===== src/rtl/vid_pkg.sv =====
// Shared types and constants for the video timing back end: register layout,
// bus command codes, raster state encoding and the registered output bundle.
package vid_pkg;

   localparam int CW_DEF = 13;
   localparam int PW_DEF = 6;

   localparam logic [7:0] REG_CR   = 8'h00;
   localparam logic [7:0] REG_H1   = 8'h28;
   localparam logic [7:0] REG_H2   = 8'h30;
   localparam logic [7:0] REG_V1   = 8'h38;
   localparam logic [7:0] REG_V2   = 8'h40;
   localparam logic [7:0] REG_FIFO = 8'h48;
   localparam logic [7:0] REG_STAT = 8'h50;

   typedef enum logic [1:0] {
      CMD_NOP = 2'b00,
      CMD_RD  = 2'b01,
      CMD_WR  = 2'b10
   } bus_cmd_e;

   typedef struct packed {
      logic [CW_DEF-1:0] hend;
      logic [CW_DEF-1:0] hsize;
   } h1_t;

   typedef struct packed {
      logic [CW_DEF-1:0] hsync_end;
      logic [CW_DEF-1:0] hsync_start;
   } h2_t;

   typedef struct packed {
      logic [CW_DEF-1:0] vend;
      logic [CW_DEF-1:0] vsize;
   } v1_t;

   typedef struct packed {
      logic [CW_DEF-1:0] vsync_end;
      logic [CW_DEF-1:0] vsync_start;
   } v2_t;

   typedef struct packed {
      logic [PW_DEF-1:0] pcnt;
      logic              en;
   } cr_t;

   typedef enum logic [1:0] {
      IDLE  = 2'd0,
      PRIME = 2'd1,
      RUN   = 2'd2
   } vid_state_e;

   typedef struct packed {
      logic        hsync;
      logic        hblank;
      logic        vsync;
      logic        vblank;
      logic [23:0] rgb;
      logic        frame_start;
      logic        underflow;
   } vid_out_t;

   localparam vid_out_t OUT_RST = '{hsync: 1'b0, hblank: 1'b1, vsync: 1'b0, vblank: 1'b1,
                                    rgb: 24'h0, frame_start: 1'b0, underflow: 1'b0};

endpackage


===== src/rtl/vid_pix_div.sv =====
// Programmable pixel-tick divider: one tick every pcnt+1 enabled clocks,
// held at zero while cleared.
module vid_pix_div
   import vid_pkg::*;
#(
   parameter int PW = PW_DEF
) (
   input  logic          clk,
   input  logic          reset,
   input  logic          en_i,
   input  logic          clr_i,
   input  logic [PW-1:0] pcnt_i,
   output logic          tick_o
);

   logic [PW-1:0] cnt_q, cnt_d;

   // >= rather than == keeps the count in range if pcnt shrinks while running.
   assign tick_o = en_i && !clr_i && (cnt_q >= pcnt_i);

   // NOTE: every always_comb output gets a default first, so no path can infer a latch.
   always_comb begin
      cnt_d = cnt_q;
      if (clr_i) begin
         cnt_d = '0;
      end else if (en_i) begin
         cnt_d = tick_o ? '0 : cnt_q + PW'(1);
      end
   end

   // NOTE: sequential state uses non-blocking assignments so all flops sample pre-edge values.
   always_ff @(posedge clk or posedge reset) begin
      if (reset) begin
         cnt_q <= '0;
      end else begin
         cnt_q <= cnt_d;
      end
   end

endmodule


===== src/rtl/vid_timing_out.sv =====
// Raster timing generator and pixel output stage: pops the pixel FIFO during
// active video and drives registered sync, blank and RGB to the display.
module vid_timing_out
   import vid_pkg::*;
#(
   parameter int CW = CW_DEF,
   parameter int PW = PW_DEF
) (
   input  logic          clk,
   input  logic          reset,
   input  logic          enable,
   input  logic [PW-1:0] pcnt,
   input  logic [CW-1:0] hsize,
   input  logic [CW-1:0] hend,
   input  logic [CW-1:0] hsync_start,
   input  logic [CW-1:0] hsync_end,
   input  logic [CW-1:0] vsize,
   input  logic [CW-1:0] vend,
   input  logic [CW-1:0] vsync_start,
   input  logic [CW-1:0] vsync_end,
   input  logic [23:0]   fifo_rdata,
   input  logic          fifo_empty,
   output logic          fifo_rd,
   output logic          hsync,
   output logic          hblank,
   output logic          vsync,
   output logic          vblank,
   output logic [7:0]    R,
   output logic [7:0]    G,
   output logic [7:0]    B,
   output logic          frame_start,
   output logic          underflow
);

   vid_state_e    state_q, state_d;
   logic [CW-1:0] hcnt_q, hcnt_d;
   logic [CW-1:0] vcnt_q, vcnt_d;
   vid_out_t      out_q, out_d;

   logic          run, tick;
   logic [CW-1:0] hend_m1, vend_m1;
   logic [CW-1:0] h_nxt, v_nxt;
   logic          h_last, v_last, frame_end;
   logic          advance, next_active;

   assign run = (state_q == RUN);

   vid_pix_div #(.PW(PW)) u_div (
      .clk    (clk),
      .reset  (reset),
      .en_i   (run),
      .clr_i  (!run),
      .pcnt_i (pcnt),
      .tick_o (tick)
   );

   // A zero end value behaves as one, so the counters always have a wrap point.
   assign hend_m1   = (hend == '0) ? '0 : hend - CW'(1);
   assign vend_m1   = (vend == '0) ? '0 : vend - CW'(1);
   assign h_last    = (hcnt_q >= hend_m1);
   assign v_last    = (vcnt_q >= vend_m1);
   assign frame_end = h_last && v_last;

   // Leaving PRIME enters (0,0) directly, so that edge is treated like a tick.
   always_comb begin
      h_nxt = '0;
      v_nxt = '0;
      if (run) begin
         h_nxt = h_last ? '0 : hcnt_q + CW'(1);
         v_nxt = !h_last ? vcnt_q : (v_last ? '0 : vcnt_q + CW'(1));
      end
   end

   assign advance     = ((state_q == PRIME) && !fifo_empty) ||
                        (run && tick && (enable || !frame_end));
   assign next_active = (h_nxt < hsize) && (v_nxt < vsize);
   assign fifo_rd     = advance && next_active && !fifo_empty;

   always_comb begin
      state_d           = state_q;
      hcnt_d            = hcnt_q;
      vcnt_d            = vcnt_q;
      out_d             = out_q;
      out_d.frame_start = 1'b0;

      unique case (state_q)
         IDLE: begin
            out_d           = OUT_RST;
            out_d.underflow = out_q.underflow;
            hcnt_d          = '0;
            vcnt_d          = '0;
            if (enable) begin
               state_d         = PRIME;
               out_d.underflow = 1'b0;
            end
         end
         PRIME: begin
            if (!fifo_empty) begin
               state_d = RUN;
            end
         end
         RUN: begin
            if (tick && frame_end && !enable) begin
               state_d         = IDLE;
               out_d           = OUT_RST;
               out_d.underflow = out_q.underflow;
               hcnt_d          = '0;
               vcnt_d          = '0;
            end
         end
         default: state_d = IDLE;
      endcase

      if (advance) begin
         hcnt_d            = h_nxt;
         vcnt_d            = v_nxt;
         out_d.hblank      = !(h_nxt < hsize);
         out_d.vblank      = !(v_nxt < vsize);
         out_d.hsync       = (h_nxt >= hsync_start) && (h_nxt < hsync_end);
         out_d.vsync       = (v_nxt >= vsync_start) && (v_nxt < vsync_end);
         out_d.rgb         = fifo_rd ? fifo_rdata : 24'h0;
         out_d.frame_start = (h_nxt == '0) && (v_nxt == '0);
         if (next_active && fifo_empty) begin
            out_d.underflow = 1'b1;
         end
      end
   end

   always_ff @(posedge clk or posedge reset) begin
      if (reset) begin
         state_q <= IDLE;
         hcnt_q  <= '0;
         vcnt_q  <= '0;
         out_q   <= OUT_RST;
      end else begin
         state_q <= state_d;
         hcnt_q  <= hcnt_d;
         vcnt_q  <= vcnt_d;
         out_q   <= out_d;
      end
   end

   assign hsync       = out_q.hsync;
   assign hblank      = out_q.hblank;
   assign vsync       = out_q.vsync;
   assign vblank      = out_q.vblank;
   assign R           = out_q.rgb[23:16];
   assign G           = out_q.rgb[15:8];
   assign B           = out_q.rgb[7:0];
   assign frame_start = out_q.frame_start;
   assign underflow   = out_q.underflow;

endmodule


===== config.mk =====
export PLATFORM = sky130hd
export DESIGN_NAME = vid_timing_out
export DESIGN_NICKNAME = d
export VERILOG_FILES = /design/src/rtl/vid_pkg.sv /design/src/rtl/vid_pix_div.sv /design/src/rtl/vid_timing_out.sv
export SDC_FILE = /design/constraint.sdc
export NUM_CORES = 1
export LEC_CHECK = 0
export ABC_AREA = 1
export CORE_MARGIN = 2
export CORE_UTILIZATION = 50
export CTS_CLUSTER_DIAMETER = 150
export CTS_CLUSTER_SIZE = 14
export DETAILED_ROUTE_END_ITERATION = 6
export PLACE_DENSITY = 0.84
export REMOVE_ABC_BUFFERS = 1
export SLEW_MARGIN = 5
export SYNTH_ARGS = -nofsm -noshare
export SYNTH_HDL_FRONTEND = slang
export SYNTH_SLANG_ARGS = --single-unit

===== constraint.sdc =====
create_clock -name clk -period 8.6 [get_ports clk]
set_input_delay 1.72 -clock clk [delete_from_list [all_inputs] [get_ports clk]]
set_output_delay 1.72 -clock clk [all_outputs]
set_load 0.005 [all_outputs]

==> results of run 1 <==
## path summary, 6_finish.rpt
check                            from        endpoint  slack (ps)  cells past startpoint
setup reg to reg           vcnt_q[12]          vblank        4880                     17
setup / recovery              hend[0]         fifo_rd         400                     30
hold / removal                   R[3]            R[3]         480                      2
max in group asynchronous       reset  u_div.cnt_q[3]        6110                      3
min in group asynchronous       reset            G[7]        1950                      3
hold reg to reg                  R[3]            R[3]         480                      2
## stage by stage
| stage | instance area [sq um] | total power [W] | hold WS [ps] |
|---|---|---|---|
| after floorplan | 6570 | 0.00126 | 453 |
| after global placement | 8610 | 0.00168 | 463 |
| after detailed placement | 8610 | 0.00171 | 468 |
| after CTS | 8930 | 0.00213 | 482 |
| after global routing | 8940 | 0.00233 | 501 |
| final | 8940 | 0.00213 | 483 |
## power by group through the flow
stage          combinational (W)  clock [W]  sequential [W]
5_1_grt                  0.00139   0.000422        0.000516
4_1_cts                  0.00122   0.000408        0.000502
3_3_place_gp             0.00117          0        0.000501
2_1_floorplan           0.000780          0        0.000483
6_report                 0.00122   0.000408        0.000503
3_5_place_dp             0.00121          0        0.000503
## state kept, by name, summed over array words and instances, names as in the netlist
name         cells
vblank           1
hsync            1
hcnt_q          13
vsync            1
B                8
R                8
state_q          2
hblank           1
G                8
vcnt_q          13
underflow        1
u_div.cnt_q      6
frame_start      1
## synth_stat cells, drive strengths merged
cell type,count
a21o,2
xnor2,7
o221a,1
nor4,5
or2,9
nor3b,2
nor4b,1
o211a,1
ha,108
nand2,246
inv,186
buf,12
a211oi,3
o221ai,1
o211ai,7
o31ai,1
a21oi,42
o21a,1
o2111ai,1
dfstp,2
a221oi,1
a31o,2
nand4,20
o22ai,17
clkinv,3
dfrtp,62
nor3,18
nor2,71
xor2,22
o21ai,24
nand3b,1
nand3,61
a31oi,4
## worst min-delay path, delay by kind of cell, from the launching register on
kind,cells,cell delay (ps)
flip-flops,1,350
AND/OR/NAND/NOR,2,100
## area by class of cell
| type | count | area [sq um] |
|---|---|---|
| Clock buffer | 12 | 256 |
| Clock inverter | 3 | 65.1 |
| Fill cell | 1135 | 4200 |
| Inverter | 189 | 709 |
| Multi-Input combinational cell | 679 | 4270 |
| Sequential cell | 64 | 1600 |
| Tap cell | 176 | 220 |
| Timing Repair Buffer | 186 | 1820 |
## metal layers
| layer | up-vias | part of all wire |
|---|---|---|
| met3 | 38 | 0.064 |
| met4 | 0 | 0.025 |
| met5 | - | 0 |
| met2 | 217 | 0.47 |
| li1 | 3418 | - |
| met1 | 2996 | 0.44 |
## cells by family (layout without fill, tap and decap cells)
family | count (synthesis) | in the layout | share of synthesized area
adders and majority gates | 108 | 108 | 0.203
buffers and inverters | 201 | 390 | 0.121
DFF | 64 | 64 | 0.241
and+or+nand+nor | 434 | 434 | 0.286
xor gates and xnor gates | 29 | 29 | 0.0381
AOI/OAI and AO/OA | 108 | 108 | 0.111
## timing repair
| action | in CTS | in global routing |
|---|---|---|
| endpoints found under the setup margin | 0 | 1 |
| hold buffers | 0 | 0 |
| gates resized for setup | 0 | 4 |
==> flow_summary.ini, run 1 <==
[run_status]
status = finished clean

[routing]
via_per_inst = 5.09
drtIter0Drc = 399
drc = 0
wl_per_cell_um = 13.9
detail-route-antenna-nets = 0
drtPass1Iterations = 7
routed_wl_um = 18200
num_vias = 6669

[layout]
utilization = 0.681
final_nets = 1375
antenna_cells = 0
syn_to_final_growth_pct = 34.1
layout_commonest_cell = nand2_1
mostFrequentLayoutCells = nand2_1, inv_1, clkdlybuf4s50_1, ha_1, nor2_1
final_cell_count_no_fill = 1309
layout-drive-gt1-share = 0.0750

[logic_synthesis]
ys_seq_area_frac = 0.241
yosys.area.top_type = dfrtp_1
synth_top_cells_by_area = dfrtp_1, ha_1, nand2_1
yosysTopAreaCellShare = 0.233
ys_ff_latch = 64
post_synth_num_cell_types = 47
syn-instance-count = 944
synth_warnings = 0
synth_area_sq_um = 6670
syn_avg_cell_area_sq_um = 7.06

[timing]
rsz0062_at_grt = false
finalCritPeriodShare = 0.953
setup_slack_ps = 403
fin_setup_tns_ps = 0
maxSlewHeadroom = 0.397
worstMarginPinSlew_ps = 902
slew_viol_final = 0
min_period_ps = 8200
setup_violations = 0
fin_skew_ps = 8.24
hold_violations = 0
fmax_ghz = 0.122

[die]
io_pins = 169
core-area_sq_um = 13100
start_util = 0.507
rows = 42
die_w_um = 119
design.die.area_sq_um = 14300
die_y_um = 119

[power]
internal_power_w = 0.00119
switching_share = 0.440
peakVddDrop_mv = 0.149
switchingPower_w = 0.000938
cellPowerDensity_nw_per_um2 = 238
p_seq_frac = 0.236
p_comb_frac = 0.572
power_frac_clock = 0.192
p_leak_nw = 4.89

[placed_design]
gp_congestion = 0.941
port_buffers = 168
preCtsSetupSlack_ps = 177
hpwlAfterDp_um = 14600
post-place-cells = 1294

[critical_path]
crit_top_cell = nand2_1
worst_ep_arrival_time_ps = 6480
crit_path_top_delay_cell = clkdlybuf4s50_1
endpoint_kind = output pin
start_kind = input port
path_class = input port to output pin
critPathMaxFanout = 16
cp.required_ps = 6880
cp_top_family = simple AND/OR/NAND/NOR gates
path_buf_inv = 8
cpPeakStageDelay_ps = 510

[cts]
cts_setup_buffers = 0
cts_tree = built
clock-sinks = 64
cts_root_buf = clkbuf_16
htreeDepth = 3
cts_buffers = 9
worstSkewPairLatency_ps = 340
clkSlewWorstSetupHoldPaths_ps = 50
clock_path_buffers = 2

[hold_path]
hold_class = flip-flop to flip-flop

[global_routing]
grt_overflow = 0
grt_max_degree = 65
track_usage = 0.264
use_met1 = 0.328
antenna_found_initial = 0
grt_pass1_wl_um = 30700
grt.met3_usage = 0.0551
grt.met2_usage = 0.453
top_usage_layer = met2
first_global_vias = 6813

[flow_run]
maxCapViolations = 0
Note: power is estimated with default switching activity, not from simulation.
==> run 2: changes to the inputs <==
Settings changed: SETUP_SLACK_MARGIN set to 0.02.
==> run 2 against run 1 <==
Effect of this change: cell count unchanged; via count rose by 0.10%; flip-flop and latch count did not move; critical path type unchanged; critical endpoint unchanged; largest power group unchanged.
==> flow_summary.ini, run 2 (synthesis results as in run 1) <==
[run_status]
status = finished clean

[power]
switchingPower_w = 0.000937
peakVddDrop_mv = 0.149
power_frac_clock = 0.192
switching_share = 0.440
p_leak_nw = 4.89
p_seq_frac = 0.236
internal_power_w = 0.00119
cellPowerDensity_nw_per_um2 = 238
p_comb_frac = 0.572

[cts]
clock-sinks = 64
cts_buffers = 9
cts_setup_buffers = 0
clkSlewWorstSetupHoldPaths_ps = 50
worstSkewPairLatency_ps = 340
htreeDepth = 3
ctsHoldBuffers = 0
cts_root_buf = clkbuf_16
clock_path_buffers = 2
cts_tree = built

[timing]
rsz0062_at_grt = false
fmax_ghz = 0.122
fin_setup_tns_ps = 0
fin_skew_ps = 8.15
min_period_ps = 8200
finalCritPeriodShare = 0.953
maxSlewHeadroom = 0.398
hold_violations = 0
worstMarginPinSlew_ps = 900
setup_violations = 0
slew_viol_final = 0

[critical_path]
rrSetupSlack_ps = 4890
crit_top_cell = nand2_1
cp.required_ps = 6880
crit_path_top_delay_cell = clkdlybuf4s50_1
critPathMaxFanout = 16
worst_ep_arrival_time_ps = 6480
endpoint_kind = output pin
cpPeakStageDelay_ps = 510
start_kind = input port
path_class = input port to output pin

[hold_path]
hold_class = flip-flop to flip-flop

[global_routing]
track_usage = 0.264
grt_pass1_wl_um = 30700
antenna_found_initial = 0
grt_overflow = 0
grt_max_degree = 65
first_global_vias = 6813

[placed_design]
place_area_sq_um = 8610
post-place-cells = 1294
gp_congestion = 0.941
hpwlAfterDp_um = 14600
port_buffers = 168

[routing]
drtIter0Drc = 399
num_vias = 6676
detail-route-antenna-nets = 0
drc = 0
drtPass1Iterations = 7
via_per_inst = 5.10
routed_wl_um = 18200
wl_per_cell_um = 13.9

[layout]
final_nets = 1375
mostFrequentLayoutCells = nand2_1, inv_1, clkdlybuf4s50_1, ha_1, nor2_1
top_regs = hcnt_q (13), vcnt_q (13)
final_cell_count_no_fill = 1309
layout-drive-gt1-share = 0.0759
syn_to_final_growth_pct = 34.1
utilization = 0.681
final_cell_area_sq_um = 8940
antenna_cells = 0
layout_commonest_cell = nand2_1

[die]
rows = 42
core-area_sq_um = 13100
die_y_um = 119
io_pins = 169
design.die.area_sq_um = 14300
start_util = 0.507
die_w_um = 119

[flow_run]
maxCapViolations = 0
-- run 2: cell count changes in the layout (fill, tap and decap cells not counted) --
cell	previous run	this run
clkinv_1	2	1
inv_2	6	7
-- run 2: final cells by class --
| cell class | count | area, sq um |
|---|---|---|
| well taps | 176 | 220 |
| clock buffers | 12 | 256 |
| fillers | 1135 | 4200 |
| clock inverters | 3 | 65.1 |
| inverters | 189 | 709 |
| repair buffers | 186 | 1820 |
| multi-input cells | 679 | 4270 |
| flip-flops and latches | 64 | 1600 |
-- run 2: power groups by stage --
stage	Combinational, W	Clock [W]	Sequential (W)
final	0.00122	0.000408	0.000503
after floorplan	0.000780	0	0.000483
after CTS	0.00122	0.000408	0.000502
after global placement	0.00117	0	0.000501
after detailed placement	0.00121	0	0.000503
after global routing	0.00139	0.000422	0.000516
-- run 2: metrics by stage --
step	power (W)	hold WS [ps]	worst slack (ps)
detailed placement	0.00171	468	177
global route	0.00233	501	19.7
global placement	0.00168	463	313
CTS	0.00213	482	164
finish	0.00213	483	404
floorplan	0.00126	453	1150
-- run 2: per-layer routing --
metal,global-route usage,vias up,wire [um]
met5,0,-,0
met4,0.0941,0,463
met3,0.0551,38,1170
met2,0.453,222,8560
met1,0.328,2999,8020
li1,-,3417,-
-- run 2: worst paths after layout --
kind                       depth (start not counted)       start        endpoint
setup / recovery                                  30     hend[0]         fifo_rd
hold / removal                                     2        R[3]            R[3]
setup reg to reg                                  17  vcnt_q[11]          vblank
hold reg to reg                                    2        R[3]            R[3]
max in group asynchronous                          3       reset  u_div.cnt_q[3]
min in group asynchronous                          3       reset            G[7]
-- run 2: what timing repair did --
action                                 in CTS  in global routing
gates resized for setup                     0                  5
endpoints found under the hold margin       0                  0
setup endpoints to repair                   0                  1
-- run 2: critical path: cells and delay by family --
family | cells | cell delay [ps]
buffers and inverters | 8 | 1710
AO/OA/AOI/OAI | 2 | 440
AND/OR/NAND/NOR | 17 | 1760
adder cells (fa/ha/maj) | 3 | 830
